==> src/rtl/alu_arbiter.sv <==
// Round-robin arbiter sharing one external combinational ALU between two requesters.
// Operands are latched on grant, the result is captured one cycle later and returned with a done pulse.
module alu_arbiter #(
  parameter int unsigned WIDTH = 32,
  parameter int unsigned OPW   = 3
) (
  input  logic             clk,
  input  logic             rst,
  input  logic             req0,
  input  logic [OPW-1:0]   op0,
  input  logic [WIDTH-1:0] a0,
  input  logic [WIDTH-1:0] b0,
  input  logic             req1,
  input  logic [OPW-1:0]   op1,
  input  logic [WIDTH-1:0] a1,
  input  logic [WIDTH-1:0] b1,
  output logic             gnt0,
  output logic             gnt1,
  output logic             done0,
  output logic             done1,
  output logic [WIDTH-1:0] res_out,
  output logic             zero_out,
  output logic             busy,
  output logic [WIDTH-1:0] alu_a,
  output logic [WIDTH-1:0] alu_b,
  output logic [OPW-1:0]   alu_op,
  input  logic [WIDTH-1:0] alu_res,
  input  logic             alu_zero
);

  typedef enum logic [1:0] {StIdle, StExec, StDone} state_e;

  state_e state;
  logic   last;   // requester granted most recently
  logic   owner;  // requester whose operation is in flight
  logic   grant_any;
  logic   winner;

  // On a tie the requester that did not win last time gets the grant.
  always_comb begin
    grant_any = (state == StIdle) && (req0 || req1);
    winner    = (req0 && req1) ? ~last : req1;
  end

  assign gnt0 = grant_any & ~winner;
  assign gnt1 = grant_any & winner;

  always_ff @(posedge clk) begin
    if (rst) begin
      state    <= StIdle;
      last     <= 1'b1;
      owner    <= 1'b0;
      alu_a    <= '0;
      alu_b    <= '0;
      alu_op   <= '0;
      res_out  <= '0;
      zero_out <= 1'b0;
      done0    <= 1'b0;
      done1    <= 1'b0;
      busy     <= 1'b0;
    end else begin
      done0 <= 1'b0;
      done1 <= 1'b0;
      case (state)
        StIdle: begin
          if (grant_any) begin
            alu_a  <= winner ? a1 : a0;
            alu_b  <= winner ? b1 : b0;
            alu_op <= winner ? op1 : op0;
            owner  <= winner;
            last   <= winner;
            busy   <= 1'b1;
            state  <= StExec;
          end
        end
        StExec: begin
          res_out  <= alu_res;
          zero_out <= alu_zero;
          done0    <= ~owner;
          done1    <= owner;
          state    <= StDone;
        end
        StDone: begin
          busy  <= 1'b0;
          state <= StIdle;
        end
        default: state <= StIdle;
      endcase
    end
  end

endmodule

==> config.mk <==
export PLATFORM = sky130hd
export DESIGN_NAME = alu_arbiter
export DESIGN_NICKNAME = d
export VERILOG_FILES = /design/src/rtl/alu_arbiter.sv
export SDC_FILE = /design/constraint.sdc
export NUM_CORES = 1
export LEC_CHECK = 0
export ABC_CLOCK_PERIOD_IN_PS = 4150
export BUFFER_PORTS_ARGS = -buffer_cell sky130_fd_sc_hd__buf_2
export CAP_MARGIN = 40
export CORE_AREA = 2 2 108 110
export CTS_CLUSTER_SIZE = 20
export DETAILED_ROUTE_END_ITERATION = 8
export DIE_AREA = 0 0 110 112
export PLACE_DENSITY = 0.77
export RECOVER_POWER = 25
export SYNTH_ARGS = -nofsm -noshare
export SYNTH_HDL_FRONTEND = slang
export SYNTH_SLANG_ARGS = --single-unit
export TNS_END_PERCENT = 100
==> constraint.sdc <==
create_clock -name clk -period 4.15 [get_ports clk]
set_input_delay 0.6225 -clock clk [delete_from_list [all_inputs] [get_ports clk]]
set_output_delay 0.6225 -clock clk [all_outputs]
set_load 0.01 [all_outputs]
==> qor.txt <==
status - completed
crit-path cells - buf_2, or2_2, buf_4, nand2_1, nor2_1, buf_2
dominant synthesized flop cell - dfxtp_1
# hold bufs at CTS - 0
Final Hold Fails - 0
vias in the first global route - 4405
crit path DAT - 1.87 ns
FF-to-FF Start - state[1]
Critical Path Sink - gnt0
syn_nets - 725
Die ar. - 0.0123 mm^2
GPL Wtd Cong - 0.821
Critical Path Fanout Max - 70
CTS clk-pin slew, worst paths - 0.07 ns
DR DRC count - 0
Synth Register Bits - 107
Max Clock Skew - 0.00675 ns
Initial Utilization - 40.9%
Final HPWL DP - 9390 um
total number of vias - 4788
YS warnings - 0
Resized cells post-CTS - 0
Hold Slack - 0.450 ns
syn avg cell area - 8.24 um^2
CTS Buffer Depth - 2
Crit path top cell by count - buf_2
ys async rst share - 0%
data required time of the critical path - 3.53 ns
largest stage delay on the critical path - 0.59 ns
Inserted Clock Buffers - 9
Cell Rows - 39
total iterations of the first detailed-routing run - 4
H-tree depth - 3
Area growth syn-to-layout - 36.5%
Setup Crit Path Kind - input port to output port
pwr dens - 425 mW/mm^2
initial drt markers - 289
Final ANT Viol Nets - 0
fin nets - 962
reg-to-reg critical path endpoint - done1
Worst-Margin Slew - 1.45 ns
fin. max-slew vios - 0
CP endpoint kind - output port
Core ar. - 0.0112 mm^2
top-area cell type share of the netlist area - 46.9%
GR Overflow Total - 0
Slowest cell on crit path - buf_4
antenna diode count - 0
clk sinks - 107
Netlist cell types - 23
final WL - 13700 um
Avg WL per Cell - 14.6 um
worst-case reg-to-reg path depth - 4
Buf+Inv Stages, Crit Path - 3
pin count of the biggest net entering global routing - 72
top cell family by delay on the critical path - buffers and inverters
most common cell after layout, fill and taps aside - buf_2
Mapped Cells - 554
Setup-failing EPs final - 0
Hold Crit Class - register to register
CTS tree - done
FMAX - 0.401 GHz
antenna violations before repair - 0
layout cells sized above 1 - 37.2%
commonest cells after routing, fill and taps aside - 234 x buf_2, 202 x nand2_1, 107 x dfxtp_1
drt via density - 5.10
first-pass GRT wire length - 21000 um
final period utilization - 60.2%
Worst VDD drop - 188 uV
reg2reg setup slack - 2.05 ns
Root Buffer - clkbuf_16
Setup Fix Bufs, Post-CTS - 0
Synth area leader - dfxtp_1
minimum clock period - 2.50 ns
Worst path depth - 6
Seq/Total Area, Yosys - 46.9%
crit path from - req0
Die Wd - 110 um
chip height - 112 um
startpoint types - input port
Post-synth EDFFs - 0
Clock Latency Late Sink - 0.34 ns
Relative slew margins - 3.60%
port buffer count - 275
Post-Syn Area - 0.00457 mm^2
Ports - 276
# Max-Cap Violations - 0
Total Neg Setup Slack - 0 ns
All-Layer GR Usage - 21.3%
leakage - 0.00279 uW
RSZ-0062 raised after global routing - no
ranking of synthesized cells by area - dfxtp_1 47%, nand2_1 17%, a21oi_1 11%, a311oi_2 9.9%, a311oi_1 7.1%
-- metal layers --
metal  track usage (%)  vias up  wire (um)
met3              7.79       30       1260
met5                 0        -          0
li1                  -     2405          -
met1              24.3     2149       5420
met4              7.59        0        357
met2              36.2      204       6670
-- per-stage QoR --
stage	std cells	cell area [um^2]	util (%)	power, uW	setup WS, ns
final	939	6230	55.8	2650	1.65
after global routing	939	6230	55.8	2790	1.53
after CTS	939	6290	56.3	2680	1.64
after detailed placement	923	5980	53.5	1810	1.66
after global placement	922	5950	53.3	1790	1.65
after floorplan	554	4570	-	1560	2.11
-- Yosys cell counts (2+ instances only) --
library cell  count
nor2b_1           2
nor3_1            2
clkbuf_1         44
and2_1            2
a311oi_1         37
a311oi_2         30
a21oi_1         101
buf_2             8
nor2_1            4
nand2_1         202
dfxtp_1         107
buf_6             4
-- layout make-up --
type,instances,area (um^2)
Timing Repair Buffer,284,1430
Clock buffer,9,225
Fill cell,1099,4940
Multi-Input combinational cell,388,2180
Inverter,1,3.75
Clock inverter,7,82.6
Tap cell,143,179
Sequential cell,107,2140
-- sequential cells by signal, indices dropped and copies added (netlist names) --
register / cells
owner: 1
done0: 1
zero_out: 1
alu_op: 3
state: 2
res_out: 32
alu_b: 32
done1: 1
alu_a: 32
last: 1
busy: 1
-- cells by family after synthesis --
logic type             share of synthesized area (%)
AND/OR/NAND/NOR                                 18.0
AO/OA/AOI/OAI                                   29.3
flip-flops                                      46.9
buffers and inverters                           5.84
-- worst min-delay path by stage --
stage | from | to | cells past startpoint
3_5_place_dp | owner | done0 | 1
6_report | owner | done0 | 1
5_1_grt | owner | done0 | 1
3_3_place_gp | owner | done0 | 1
2_1_floorplan | owner | done0 | 1
4_1_cts | owner | done0 | 1
-- power by group --
| part | total (uW) | leakage (uW) | switching (uW) | internal [uW] |
|---|---|---|---|---|
| registers | 1180 | 0.000884 | 52.7 | 1130 |
| logic | 587 | 0.00176 | 343 | 244 |
| clock network | 878 | 0.000150 | 399 | 479 |
No activity file was read; power rests on OpenSTA's default activity.
